File: src/rtl/mem_copy_initiator.sv
// Block-copy engine that takes over the data-memory port.
// For each word it spends one cycle reading and one cycle writing, and the
// pointers move up by one word each time.
// Strobes and addresses are registered from the next-state decision. This
// keeps them Moore with respect to the state, and the asynchronous reset
// forces them low at once.
module mem_copy_initiator #(
    parameter int DATA_WIDTH  = 32,
    parameter int ADDR_WIDTH  = 32,
    parameter int COUNT_WIDTH = 10
) (
    input  logic                   clk,
    input  logic                   reset,
    input  logic                   start,
    input  logic [ADDR_WIDTH-1:0]  src_addr,
    input  logic [ADDR_WIDTH-1:0]  dst_addr,
    input  logic [COUNT_WIDTH-1:0] word_count,
    output logic                   busy,
    output logic                   done,
    output logic [ADDR_WIDTH-1:0]  mem_address,
    output logic [DATA_WIDTH-1:0]  mem_write_data,
    output logic                   mem_write,
    output logic                   mem_read,
    input  logic [DATA_WIDTH-1:0]  mem_read_data
);

    typedef enum logic [1:0] {
        IDLE  = 2'd0,
        READ  = 2'd1,
        WRITE = 2'd2,
        DONE  = 2'd3
    } state_t;

    state_t                 state;
    logic [ADDR_WIDTH-1:0]  src_ptr;
    logic [ADDR_WIDTH-1:0]  dst_ptr;
    logic [COUNT_WIDTH-1:0] remaining;
    logic [DATA_WIDTH-1:0]  data_reg;

    // The captured word is driven only while the write strobe is high.
    // At every other time the data bus reads zero.
    assign mem_write_data = mem_write ? data_reg : '0;

    // Copy sequencer: state, pointers, captured data and registered strobes.
    always_ff @(posedge clk or negedge reset) begin
        if (!reset) begin
            state       <= IDLE;
            src_ptr     <= '0;
            dst_ptr     <= '0;
            remaining   <= '0;
            data_reg    <= '0;
            busy        <= 1'b0;
            done        <= 1'b0;
            mem_read    <= 1'b0;
            mem_write   <= 1'b0;
            mem_address <= '0;
        end else begin
            // Each branch below raises only the outputs for the state it enters.
            busy        <= 1'b0;
            done        <= 1'b0;
            mem_read    <= 1'b0;
            mem_write   <= 1'b0;
            mem_address <= '0;
            case (state)
                IDLE: begin
                    if (start) begin
                        src_ptr   <= src_addr;
                        dst_ptr   <= dst_addr;
                        remaining <= word_count;
                        if (word_count != '0) begin
                            state       <= READ;
                            busy        <= 1'b1;
                            mem_read    <= 1'b1;
                            mem_address <= src_addr;
                        end else begin
                            state <= DONE;
                            done  <= 1'b1;
                        end
                    end
                end
                READ: begin
                    // The memory read is combinational, so the word is valid now.
                    data_reg    <= mem_read_data;
                    state       <= WRITE;
                    busy        <= 1'b1;
                    mem_write   <= 1'b1;
                    mem_address <= dst_ptr;
                end
                WRITE: begin
                    src_ptr   <= src_ptr + ADDR_WIDTH'(1);
                    dst_ptr   <= dst_ptr + ADDR_WIDTH'(1);
                    remaining <= remaining - COUNT_WIDTH'(1);
                    if (remaining == COUNT_WIDTH'(1)) begin
                        state <= DONE;
                        done  <= 1'b1;
                    end else begin
                        state       <= READ;
                        busy        <= 1'b1;
                        mem_read    <= 1'b1;
                        mem_address <= src_ptr + ADDR_WIDTH'(1);
                    end
                end
                DONE: begin
                    state <= IDLE;
                end
                default: begin
                    state <= IDLE;
                end
            endcase
        end
    end

endmodule

File: config.mk
export PLATFORM = sky130hd
export DESIGN_NAME = mem_copy_initiator
export DESIGN_NICKNAME = d
export VERILOG_FILES = /design/src/rtl/mem_copy_initiator.sv
export SDC_FILE = /design/constraint.sdc
export NUM_CORES = 1
export LEC_CHECK = 0
export BUFFER_PORTS_ARGS = -buffer_cell sky130_fd_sc_hd__buf_2
export CORE_AREA = 2 2 141 129
export DETAILED_ROUTE_END_ITERATION = 10
export DIE_AREA = 0 0 143 131
export GPL_TIMING_DRIVEN = 0
export PLACE_DENSITY = 0.78
export RECOVER_POWER = 25
export SLEW_MARGIN = 20
export SYNTH_ARGS = -nofsm -noshare
export SYNTH_HDL_FRONTEND = slang
export SYNTH_SLANG_ARGS = --single-unit
File: constraint.sdc
create_clock -name clk -period 4.7 [get_ports clk]
set_input_delay 1.41 -clock clk [delete_from_list [all_inputs] [get_ports clk]]
set_output_delay 1.41 -clock clk [all_outputs]
set_load 0.005 [all_outputs]
Word-level counts from Yosys, hierarchy flattened
Index checks and enable logic that the tools add are counted.
{"block": "word_totals", "reg_bits": 144, "latchBits": 0, "ram_bits": 0, "mem_bits_ro": 0, "inputBits": 109, "out_inout_bits": 68, "elab_cells": 47, "mem_count": 0}
{"block": "classes", "n_addsub": 3, "n_mul": 0, "div_mod_pow": 0, "n_lt_le_gt_ge": 0, "n_eq_ne": 5, "shift": 0, "mux": 25, "n_bitwise": 0, "n_reduce_logical": 4}
{"cell": "$mux W32", "n": 6}
{"cell": "$pmux W32 S2", "n": 2}
{"cell": "$pmux W32 S3", "n": 1}
{"cell": "$add A32 B1 Y32 const B", "n": 2}
{"cell": "$pmux W10 S2", "n": 1}
{"cell": "$eq A10 B1 Y1 const B", "n": 1}
{"cell": "$mux W10", "n": 1}
{"cell": "$reduce_bool A10 Y1", "n": 1}
{"cell": "$sub A10 B1 Y10 const B", "n": 1}
{"cell": "$pmux W2 S4", "n": 1}
{"cell": "$mux W1", "n": 7}
{"cell": "$mux W2", "n": 3}
{"cell": "$eq A2 B2 Y1 const B", "n": 2}
{"cell": "$pmux W1 S2", "n": 2}
{"cell": "$pmux W1 S3", "n": 1}
{"cell": "$eq A2 B1 Y1 const B", "n": 1}
{"cell": "$logic_not A2 Y1", "n": 1}
{"cell": "$ne A2 B2 Y1 const B", "n": 1}
{"cell": "$reduce_and A2 Y1", "n": 1}
{"cell": "$reduce_bool A2 Y1", "n": 1}

Depth between registers and ports, before layout
{"block": "depth", "depth_word": 4, "depth_mapped": 7}

Worst setup path after synthesis
Ideal clock, no wire load.
{"block": "synth_timing", "path_kind": "in2reg", "from": "in word_count[0]", "to": "reg busy", "setup_time_ns": 0.127, "t_arrival_ns": 2.605, "required_time_ns": 4.573, "path_slack_ns": 1.968, "stages": 5, "path_buffers": 1, "cell_sequence": "nor4_1 and4_1 clkbuf_1 o21ai_0 or2_2"}
{"block": "synth_between", "elab_chain_len": 4}
{"item": "from (decl)", "line_no": "17", "source": "input logic [COUNT_WIDTH-1:0] word_count,"}
{"item": "$reduce_bool A10 Y1", "line_no": "70", "source": "if (word_count != '0) begin"}
{"item": "$mux W1", "line_no": "70"}
{"item": "$mux W1", "line_no": "66", "source": "if (start) begin"}
{"item": "$pmux W1 S3", "line_no": "64", "source": "case (state)"}
{"item": "to (signal assigned)", "line_no": "59", "source": "busy <= 1'b0;"}
{"item": "to (signal assigned)", "line_no": "72", "source": "busy <= 1'b1;"}
{"item": "to (signal assigned)", "line_no": "85", "source": "busy <= 1'b1;"}
{"item": "to (decl)", "line_no": "18", "source": "output logic busy,"}
Every way passes these cells.
A chain may end at the register's enable or synchronous reset.

Worst setup path in the final report
Same ends and word-level chain as after synthesis.

==> impl_summary.txt <==
----------------------------------------------------
[Status]
  Outcome ... finished with violations
  Violated checks ... max-capacitance violations, max-slew violations

[Worst setup path]
  Number of cells on the critical path ... 6
  Sum of buffers and inverters on the critical path ... 2
  Logic depth of the worst register-to-register path ... 6
  Crit Path Class ... in2reg
  Critical Path Slowest Stage Cell ... clkbuf_1
  Arrival time of data at the critical path endpoint ... 3.58 ns
  Cell chain of the critical path ... buf_2, nor4_1, and4_1, clkbuf_1, o21ai_0, or2_2
  Critical Path Fanout Max ... 10
  Required time worst endpoint ... 5.01 ns
  Type of origin of the critical path ... primary input
  Gate family responsible for the most delay along the worst path ... simple AND/OR/NAND/NOR gates
  Highest cell delay on the worst timing path ... 0.52 ns
  Crit. End Element ... register

[Timing]
  Clock period minus final worst setup slack ... 3.28 ns
  Fmax ... 0.305 GHz
  Ratio of final minimum period to clock period ... 0.697
  Final max-slew violation count ... 84
  Tightest Pin Transition ... 2.16 ns
  Post-Route Skew ... 0.00916 ns
  Number of failing hold endpoints at the final stage ... 0
  Relative max-transition margin ... -0.438
  Total negative slack for setup checks ... 0 ns
  Setup violation total in the final timing report ... 0
  Setup repair after global routing missed its margin ... false

[Placement]
  Final GP Congestion ... 0.997
  Post-detail-place hpwl ... 18600 um
  Number of I/O port buffers ... 176
  Number of placed instances with taps included ... 1195

[Run]
  Max-cap violations ... 1

[CTS]
  Clock sink count ... 144
  Number of buffers inserted by hold repair at cts ... 0
  CTS clock-pin slew for the worst setup and hold paths ... 0.06 ns
  Post-CTS sizing ... 0
  H-tree levels ... 4
  CTS Buffer Depth ... 2
  Source-to-sink clock delay at the later pin of the worst-skew pair ... 0.43 ns
  Inserted Clock Buffers ... 17
  CTS tree ... built
  Post-CTS repair timing setup buffer count ... 0
  Root Buffer Master ... clkbuf_16

[Synthesis]
  Portion of the post-synthesis area used by sequential elements ... 0.473
  Number of synthesized flops with an enable pin ... 0
  Distinct cell type count of the synthesized netlist ... 62
  Warnings from Yosys ... 0
  Average footprint of a synthesized cell ... 9.80 um^2
  Proportion of register bits with asynchronous set or reset after synthesis ... 1.00
  Post-Synthesis Net Count ... 891
  Number of storage elements in the synthesis netlist ... 144
  Count of mapped cells out of synthesis ... 778
  Post-synth top flop ... dfrtp_1
  Synthesized area ... 0.00762 mm^2

[Min path]
  Worst hold stages ... 1
  Class of the tightest hold or removal check ... reg2reg

[Final layout]
  FF/Latch Area ... 0.00360 mm^2
  Most used cells in the layout excluding fill and tap cells ... buf_2, dfrtp_1, nand2_1
  Post-layout instance count excluding filler cells ... 1227
  Fillcell total ... 1546
  Antenna cells ... 0
  Nets@finish ... 1087
  Area of combinational cells with multiple inputs ... 0.00376 mm^2
  Commonest non-fill, non-tap cell in the layout ... buf_2
  Synthesis-to-layout area growth ... 23.5%
  Finished Core Util ... 0.544
  Fraction of final layout cells sized beyond drive strength 1 ... 0.265

[GRT]
  Initial antenna violation count ... 0
  Maximum number of pins on one net before global-route repair ... 85
  Via count of the first global-routing pass ... 6910
  Final global-route overflow total ... 0
  Wire length of the first global-routing pass ... 37800 um
  Total routing usage reported by global routing ... 0.272

[Die]
  Area enclosed by the die boundary ... 0.0187 mm^2
  IO Count ... 177
  Die Span Y ... 131 um
  Number of cell rows ... 46
  Starting utilization of the core area ... 0.440
  Die X ... 143 um
  Placeable core region ... 0.0173 mm^2

[Route]
  Count of TritonRoute iterations in the first routing pass ... 6
  Total length of routed wires ... 25800 um
  Number of vias per cell after detailed routing ... 6.04
  Vias post-DR ... 7411
  WL/cell ... 21.0 um
  Antenna violation net count after detailed routing ... 0
  DRT iter0 DRCs ... 799
  DRC viols ... 0

[Power and ir drop]
  Largest voltage drop on the vdd net ... 0.414 mV
  Total power density per cell area ... 686 mW/mm^2
  Lkg Pwr ... 0.00412 uW

----------------------------------------------------
-- cell type report --
type | instances | area share
multi-input combinational | 570 | 0.399
sequential | 144 | 0.383
buffer | 52 | 0.0226
tap | 240 | 0.0319
timing repair buffer | 177 | 0.0965
inverter | 12 | 0.00478
clock inverter | 9 | 0.0114
clock buffer | 23 | 0.0508
-- through the flow --
stage               hold slack (ns)  total power (uW)  setup WS (ns)  area [um^2]
detailed placement            0.488              5030           1.14         8840
global route                  0.505              6790           1.38         9420
finish                        0.498              6460           1.42         9420
floorplan                     0.473              3920           1.97         7620
global placement              0.480              4920         0.0606         8800
CTS                           0.501              6390           1.55         9430
-- cells by family (layout without fill, tap and decap cells) --
family	Yosys count	count (layout)	share of synthesized area
flip-flops	144	144	0.473
buffers and inverters	64	273	0.0338
XOR/XNOR	30	30	0.0345
adder cells (fa/ha/maj)	4	4	0.00657
multiplexers	39	39	0.0565
AND/OR/NAND/NOR	307	307	0.220
AO/OA/AOI/OAI	190	190	0.176
-- routing by layer --
layer / share of wire / global-route usage
met3: 0.13 / 0.0787
met5: 0 / 0
met2: 0.45 / 0.439
met4: 0.037 / 0.115
met1: 0.38 / 0.344
-- report_power, final --
group,switching [uW],leakage (uW),internal (uW)
clock network,537,0.000271,821
logic,1580,0.00209,1110
registers,585,0.00176,1830
total,2700,0.00412,3760
-- worst paths after layout --
path / startpoint / to / slack, ns
worst max-delay path: word_count[0] / busy / 1.42
worst min-delay path: data_reg[1] / data_reg[1] / 0.50
worst max register to register: state[1] / remaining[4] / 1.98
worst min register to register: data_reg[1] / data_reg[1] / 0.50
max in group asynchronous: reset / dst_ptr[13] / 1.82
min in group asynchronous: reset / data_reg[24] / 1.62
-- Yosys cell counts (6+ instances only) --
cell type / n / share of area
dfrtp_1: 144 / 0.47
nand2_1: 83 / 0.041
o21ai_0: 50 / 0.033
and2_1: 43 / 0.035
clkbuf_1: 38 / 0.019
nor2_1: 38 / 0.019
nand3_1: 35 / 0.023
mux2_2: 32 / 0.047
nand4_1: 23 / 0.019
a22oi_1: 22 / 0.022
a21oi_1: 17 / 0.011
nor3_1: 17 / 0.011
o211ai_1: 16 / 0.016
xnor2_1: 16 / 0.018
a221o_1: 15 / 0.020
xor2_1: 14 / 0.016
o311ai_0: 13 / 0.015
a32oi_1: 12 / 0.014
inv_1: 12 / 0.0059
or3_1: 12 / 0.0098
and3_1: 11 / 0.0090
and4_1: 10 / 0.011
o221ai_1: 8 / 0.0092
mux2i_1: 7 / 0.0092
nor4_1: 7 / 0.0057
a211oi_1: 6 / 0.0059
a31oi_1: 6 / 0.0049
buf_2: 6 / 0.0039
No activity file was read; power rests on OpenSTA's default activity.
